File: src/rtl/valid_skew_seq_ctrl_pkg.sv
// rtl/valid_skew_seq_ctrl_pkg.sv - shared types and constants for the valid-pipeline sequencer
package valid_seq_pkg;

  typedef enum logic [2:0] {
    ST_IDLE      = 3'd0,
    ST_ARMED     = 3'd1,
    ST_RUN       = 3'd2,
    ST_TILE_END  = 3'd3,
    ST_WAIT_TILE = 3'd4,
    ST_DONE      = 3'd5
  } state_e;

  localparam logic [2:0] LANE_LOAD  = 3'b001;
  localparam logic [2:0] LANE_LAYER = 3'b010;

  localparam logic [1:0] MODE_LOAD  = 2'd0;
  localparam logic [1:0] MODE_LAYER = 2'd1;

  function automatic logic [2:0] lane_code(input logic [1:0] mode);
    return (mode == MODE_LAYER) ? LANE_LAYER : LANE_LOAD;
  endfunction

  function automatic logic mode_legal(input logic [1:0] mode);
    return (mode == MODE_LOAD) || (mode == MODE_LAYER);
  endfunction

endpackage

File: src/rtl/valid_skew_seq_ctrl_if.sv
// rtl/valid_skew_seq_ctrl_if.sv - controller-side handshake and MAC valid bus
interface valid_skew_seq_ctrl_if #(
  parameter int N_MACS    = 4,
  parameter int SEL_W     = 3,
  parameter int NUM_TILES = 1
);
  localparam int TILE_W = (NUM_TILES > 1) ? $clog2(NUM_TILES) : 1;

  logic                      start;
  logic [1:0]                mode;
  logic                      load_ready;
  logic                      next_tile_ready;
  logic                      abort;
  logic [N_MACS*SEL_W-1:0]   valid_ctrl;
  logic [TILE_W-1:0]         tile_idx;
  logic                      busy;
  logic                      tile_done;
  logic                      done;

  modport master (
    output start, mode, load_ready, next_tile_ready, abort,
    input  valid_ctrl, tile_idx, busy, tile_done, done
  );

  modport slave (
    input  start, mode, load_ready, next_tile_ready, abort,
    output valid_ctrl, tile_idx, busy, tile_done, done
  );

endinterface

File: src/rtl/valid_skew_seq_ctrl_lane_decode.sv
// rtl/valid_skew_seq_ctrl_lane_decode.sv - per-lane skewed window decode of the run counter
module valid_lane_decode #(
  parameter int N      = 4,
  parameter int N_MACS = 4,
  parameter int SEL_W  = 3,
  parameter int CNT_W  = $clog2(N + N_MACS)
) (
  input  logic [CNT_W-1:0]         cnt_i,
  input  logic                     run_i,
  input  logic [2:0]               code_i,
  output logic [N_MACS*SEL_W-1:0]  valid_ctrl_o
);

  logic [SEL_W-1:0] sel;
  assign sel = SEL_W'(code_i);

  // Lane k is open for N counts starting at count k, giving the diagonal skew.
  for (genvar k = 0; k < N_MACS; k++) begin : g_lane
    logic in_win;
    assign in_win = run_i && (int'(cnt_i) >= k) && (int'(cnt_i) < k + N);
    assign valid_ctrl_o[k*SEL_W +: SEL_W] = in_win ? sel : '0;
  end

endmodule

File: src/rtl/valid_skew_seq_ctrl.sv
// rtl/valid_skew_seq_ctrl.sv - tiled, abortable valid-pipeline sequencer for the MAC chain
module valid_skew_seq_ctrl
  import valid_seq_pkg::*;
#(
  parameter int N         = 4,
  parameter int N_MACS    = 4,
  parameter int SEL_W     = 3,
  parameter int NUM_TILES = 1
) (
  input  logic                 clk,
  input  logic                 rst_n,
  valid_skew_seq_ctrl_if.slave bus
);

  localparam int CNT_W  = $clog2(N + N_MACS);
  localparam int TILE_W = (NUM_TILES > 1) ? $clog2(NUM_TILES) : 1;
  localparam logic [CNT_W-1:0]  CNT_LAST  = CNT_W'(N + N_MACS - 2);
  localparam logic [TILE_W-1:0] TILE_LAST = TILE_W'(NUM_TILES - 1);

  state_e              state_q, state_d;
  logic [CNT_W-1:0]    cnt_q, cnt_d;
  logic [TILE_W-1:0]   tile_idx_q, tile_idx_d;
  logic [1:0]          mode_q, mode_d;
  logic                busy_q, tile_done_q, done_q;
  logic [N_MACS*SEL_W-1:0] valid_ctrl;

  always_comb begin
    state_d    = state_q;
    cnt_d      = cnt_q;
    tile_idx_d = tile_idx_q;
    mode_d     = mode_q;
    case (state_q)
      ST_IDLE: begin
        if (bus.start && mode_legal(bus.mode)) begin
          state_d    = ST_ARMED;
          mode_d     = bus.mode;
          tile_idx_d = '0;
        end
      end
      ST_ARMED: begin
        if (bus.load_ready) begin
          cnt_d   = '0;
          state_d = ST_RUN;
        end
      end
      ST_RUN: begin
        if (cnt_q == CNT_LAST) begin
          state_d = ST_TILE_END;
        end else begin
          cnt_d = cnt_q + CNT_W'(1);
        end
      end
      ST_TILE_END: begin
        if (tile_idx_q == TILE_LAST) begin
          state_d = ST_DONE;
        end else begin
          tile_idx_d = tile_idx_q + TILE_W'(1);
          state_d    = ST_WAIT_TILE;
        end
      end
      ST_WAIT_TILE: begin
        if (bus.next_tile_ready) begin
          state_d = ST_ARMED;
        end
      end
      ST_DONE:  state_d = ST_IDLE;
      default:  state_d = ST_IDLE;
    endcase
    // Abort overrides everything, including a start seen in the same cycle.
    if (bus.abort) begin
      state_d    = ST_IDLE;
      cnt_d      = '0;
      tile_idx_d = '0;
      mode_d     = mode_q;
    end
  end

  always_ff @(posedge clk or negedge rst_n) begin
    if (!rst_n) begin
      state_q     <= ST_IDLE;
      cnt_q       <= '0;
      tile_idx_q  <= '0;
      mode_q      <= MODE_LOAD;
      busy_q      <= 1'b0;
      tile_done_q <= 1'b0;
      done_q      <= 1'b0;
    end else begin
      state_q     <= state_d;
      cnt_q       <= cnt_d;
      tile_idx_q  <= tile_idx_d;
      mode_q      <= mode_d;
      busy_q      <= (state_d == ST_ARMED) || (state_d == ST_RUN) ||
                     (state_d == ST_TILE_END) || (state_d == ST_WAIT_TILE);
      tile_done_q <= (state_d == ST_TILE_END);
      done_q      <= (state_d == ST_DONE);
    end
  end

  valid_lane_decode #(
    .N      (N),
    .N_MACS (N_MACS),
    .SEL_W  (SEL_W),
    .CNT_W  (CNT_W)
  ) u_lane_decode (
    .cnt_i        (cnt_q),
    .run_i        (state_q == ST_RUN),
    .code_i       (lane_code(mode_q)),
    .valid_ctrl_o (valid_ctrl)
  );

  assign bus.valid_ctrl = valid_ctrl;
  assign bus.tile_idx   = tile_idx_q;
  assign bus.busy       = busy_q;
  assign bus.tile_done  = tile_done_q;
  assign bus.done       = done_q;

endmodule

File: src/flat_wrapper.sv
// flat-port wrapper written by rule: the top's interface ports become plain ports
module valid_skew_seq_ctrl_flat import valid_seq_pkg::*;
#(
  parameter int N         = 4,
  parameter int N_MACS    = 4,
  parameter int SEL_W     = 3,
  parameter int NUM_TILES = 1
)
  (clk, rst_n, bus_start, bus_mode, bus_load_ready, bus_next_tile_ready, bus_abort, bus_valid_ctrl, bus_tile_idx, bus_busy, bus_tile_done, bus_done);
  valid_skew_seq_ctrl_if #(.N_MACS(N_MACS), .SEL_W(SEL_W), .NUM_TILES(NUM_TILES)) bus_i ();
  input  logic clk;
  input  logic rst_n;
  input wire logic [$bits(bus_i.start)-1:0] bus_start;
  input wire logic [$bits(bus_i.mode)-1:0] bus_mode;
  input wire logic [$bits(bus_i.load_ready)-1:0] bus_load_ready;
  input wire logic [$bits(bus_i.next_tile_ready)-1:0] bus_next_tile_ready;
  input wire logic [$bits(bus_i.abort)-1:0] bus_abort;
  output wire logic [$bits(bus_i.valid_ctrl)-1:0] bus_valid_ctrl;
  output wire logic [$bits(bus_i.tile_idx)-1:0] bus_tile_idx;
  output wire logic [$bits(bus_i.busy)-1:0] bus_busy;
  output wire logic [$bits(bus_i.tile_done)-1:0] bus_tile_done;
  output wire logic [$bits(bus_i.done)-1:0] bus_done;
  assign bus_i.start = bus_start;
  assign bus_i.mode = bus_mode;
  assign bus_i.load_ready = bus_load_ready;
  assign bus_i.next_tile_ready = bus_next_tile_ready;
  assign bus_i.abort = bus_abort;
  assign bus_valid_ctrl = bus_i.valid_ctrl;
  assign bus_tile_idx = bus_i.tile_idx;
  assign bus_busy = bus_i.busy;
  assign bus_tile_done = bus_i.tile_done;
  assign bus_done = bus_i.done;
  valid_skew_seq_ctrl #(.N(N), .N_MACS(N_MACS), .SEL_W(SEL_W), .NUM_TILES(NUM_TILES)) u_core (.clk(clk), .rst_n(rst_n), .bus(bus_i));
endmodule
File: config.mk
export PLATFORM = sky130hd
export DESIGN_NAME = valid_skew_seq_ctrl_flat
export DESIGN_NICKNAME = d
export VERILOG_FILES = /design/src/rtl/valid_skew_seq_ctrl_pkg.sv /design/src/rtl/valid_skew_seq_ctrl_if.sv /design/src/rtl/valid_skew_seq_ctrl_lane_decode.sv /design/src/rtl/valid_skew_seq_ctrl.sv /design/src/flat_wrapper.sv
export SDC_FILE = /design/constraint.sdc
export NUM_CORES = 1
export LEC_CHECK = 0
export ABC_AREA = 1
export ABC_CLOCK_PERIOD_IN_PS = 3080
export BUFFER_PORTS_ARGS = -buffer_cell sky130_fd_sc_hd__buf_2
export CORE_MARGIN = 2
export CORE_UTILIZATION = 52
export DETAILED_ROUTE_END_ITERATION = 16
export GPL_TIMING_DRIVEN = 0
export PLACE_DENSITY = 0.86
export SLEW_MARGIN = 20
export SYNTH_ARGS = -nofsm -noshare
export SYNTH_HDL_FRONTEND = slang
export SYNTH_HIERARCHICAL = 1
export SYNTH_SLANG_ARGS = --single-unit
export TNS_END_PERCENT = 1
File: constraint.sdc
create_clock -name clk -period 3.08 [get_ports clk]
set_clock_uncertainty 0.2 [all_clocks]
set_input_delay 0.616 -clock clk [delete_from_list [all_inputs] [get_ports clk]]
set_output_delay 0.616 -clock clk [all_outputs]
set_load 0.01 [all_outputs]
==> results.md <==
- Fin crit share: 79.99%
- Final net count: between 100 and 150
- Fmax: 405.9 MHz
- Synth Area in Simple Gates: 40.13%
- Post-synth top area cell: dfrtp_1
- Flop-to-flop setup slack: 1.42 ns
- Top_reg_cell synth: dfrtp_1
- Reg2reg start: u_core/cnt_q[0]
- Compound-cell area share of the yosys netlist: 5.565%
- Top cells by area, synth: dfrtp_1, nand2_1, inv_1
- Grt total ovfl: 0
- Area delta synth->final: 20.07%
- Power Density: 351.4 nW/um^2
- Fin crit period: 2.464 ns
- Largest net degree at the start of global routing: 12
- Vias/cell: 4.932
- Total global routing track utilization: between 15 and 20%
- Placed Cells: 143
- Initial Utilization: 56.32%
- Lkg Pwr: 0.5592 nW
- Critical Path End Type: output pin
- Setup WS post-layout: 0.6163 ns
- Most instantiated cells after synthesis: nand2_1, inv_1, nor2_1
- Layout Utilization: approximately two thirds
- Routed WL: around 1600 um
- WL/cell: approximately 11 um
- Root buffer cell: clkbuf_4
- Initial antenna violation count: 0
- Critical Path Sink: bus_valid_ctrl[4]
- Worst Setup Path Type: flop to output pin
- CP Max Fanout: 7
- Setup TNS: 0 ns
- Post-Syn Area: 742.0 um^2
- Final Max Slew Viols: 0
- DRT iter0 DRCs: 14
- Crit path DAT: 1.65 ns
- Final Hold Viols: 0
- Max Root-Sink Buffers: 2
- Nature of the critical path startpoint: flop
- Cells on worst reg2reg path: 12
- WP data required: around 2.3 ns
- I/O Buffers: 18
- Fillers: about 110
- CTS resizes: 0
- Final std cells w/o fill: 148
- RD Place Congestion: slightly below 0.8
- Critical path startpoint: u_core/state_q[2]
- CTS clk-pin slew, worst paths: 0.07 ns
- TritonCTS clock tree: yes
- Area share of the largest cell type after synthesis: 37.10%
- FP Rows: 13
- Insertion delay to the later sink of the worst-skew pair: 0.27 ns
- RSZ-0062 raised after global routing: no
- Routed Antenna Nets: 0
- Register bit total from synthesis: 11
- Min-Delay Path Class: flop to flop
- R2r endpoint: u_core/bus.busy
- Register area share after synthesis: 37.10%
- Mux contribution to synthesized area: 0%
- First-pass GRT wire length: 2697 um
- Core Region: 1318 um^2
- Vias: 730
- Ant diodes: 0
- Die W: 41.78 um
- CTS Buf Count: 3
- Num Clock Sinks: 11
- DR DRC count: 0
- Unique cell type count in the Yosys netlist: 17
- Cell with the most instances after synthesis: nand2_1
- H-tree depth: 1
- Hpwl dp: 1271 um
- Vias in the first global route: 713
- Max Cap Viol: 0
- Async set or reset register ratio after synthesis: 100.0%
- TritonRoute pass-1 iters: 4
- Syn Inst Count: 109
- Syn Area/Cell: 6.807 um^2
- Worst VDD drop: 0.0002428 V
- Synth Area in Adders: 3.373%
- Post-synth EDFFs: 0
- Boundary Pins: 24
- Die area: 1745 um^2
- Share of cells above drive strength 1: 27.82%
- Final setup violation count: 0
- Post-Place Worst Slack: slightly above 0.9 ns
- Xor and xnor area share after synthesis: 1.180%
- Synth warn: 6
- Largest family of logic cells by synthesized area: simple AND/OR/NAND/NOR gates
- Outcome: finished clean
- Die height: 41.78 um
## flip-flops by register name, indices dropped and copies added, names as in the netlist
name,count
u_core/state_q,3
u_core/bus.tile_done,1
u_core/cnt_q,3
u_core/mode_q,2
u_core/bus.busy,1
u_core/bus.done,1
## report_power, final
| group | internal [mW] | switching (mW) | total [mW] |
|---|---|---|---|
| combinational | 0.0184 | 0.0395 | 0.0579 |
| sequential | 0.151 | 0.00310 | 0.154 |
| clock | 0.0503 | 0.0512 | 0.101 |
## layout by cell type, fill, tap and decap left out, types with 2 or more instances in the layout
master	instances
o21ai_1	4
ha_1	2
inv_1	21
buf_2	18
nand3_1	9
conb_1	2
nand2_2	5
clkbuf_4	3
nor2_1	18
dfrtp_1	11
nor2_2	7
nand2_1	24
## stage by stage
stage	total power, mW	area [um^2]	hold slack (ns)
finish	0.3131	890.9	0.3250
global route	0.3293	890.9	0.3402
CTS	0.3150	890.9	0.3287
detailed placement	0.2131	854.6	0.2953
global placement	0.2098	854.6	0.2919
floorplan	0.1953	745.7	0.1204
## how the worst min path moves through the flow
stage / startpoint / to / slack (ns) / cells past startpoint
after floorplan: rst_n / u_core/bus.busy / 0.12 / 0
after global placement: rst_n / u_core/bus.tile_done / 0.29 / 1
after detailed placement: rst_n / u_core/mode_q[0] / 0.30 / 1
after CTS: u_core/mode_q[0] / u_core/mode_q[0] / 0.33 / 2
after global routing: u_core/mode_q[0] / u_core/mode_q[0] / 0.34 / 2
final: u_core/mode_q[0] / u_core/mode_q[0] / 0.32 / 2
## repair_timing
action                                 4_1_cts  5_1_grt
setup buffers                                0        0
hold buffers                                 1        0
endpoints found under the hold margin       11        0
setup endpoints to repair                    0        0
## critical path: stages (launching register included)
cell	delay, ns
dfrtp_1	0.44
nor2_2	0.14
nand2_1	0.09
inv_1	0.23
nand2_2	0.09
nor2_2	0.09
nand2_2	0.07
nor2_1	0.09
buf_2	0.14
## cells by family after synthesis
group | Yosys count
AOI/OAI and AO/OA | 7
xor gates and xnor gates | 1
adders and majority gates | 2
buffers and inverters | 23
DFF | 11
other | 1
and+or+nand+nor | 64
## cell type report
cell class | count | area, um^2 | area share, %
flip-flops and latches | 11 | 275.3 | 30.90
repair buffers | 19 | 100.1 | 11.24
multi-input cells | 76 | 380.4 | 42.70
clock buffers | 4 | 26.28 | 2.949
plain buffers | 1 | 7.507 | 0.8427
well taps | 15 | 18.77 | 2.107
inverters | 22 | 82.58 | 9.270
## routing by layer
layer | part of all wire, % | up-vias | track usage, %
li1 | - | 373 | -
met5 | 0 | - | 0
met3 | 5.1 | 2 | 4.348
met2 | 54 | 23 | 35.94
met4 | 1.4 | 0 | 9.677
met1 | 39 | 332 | 21.76
No activity file was read; power rests on OpenSTA's default activity.
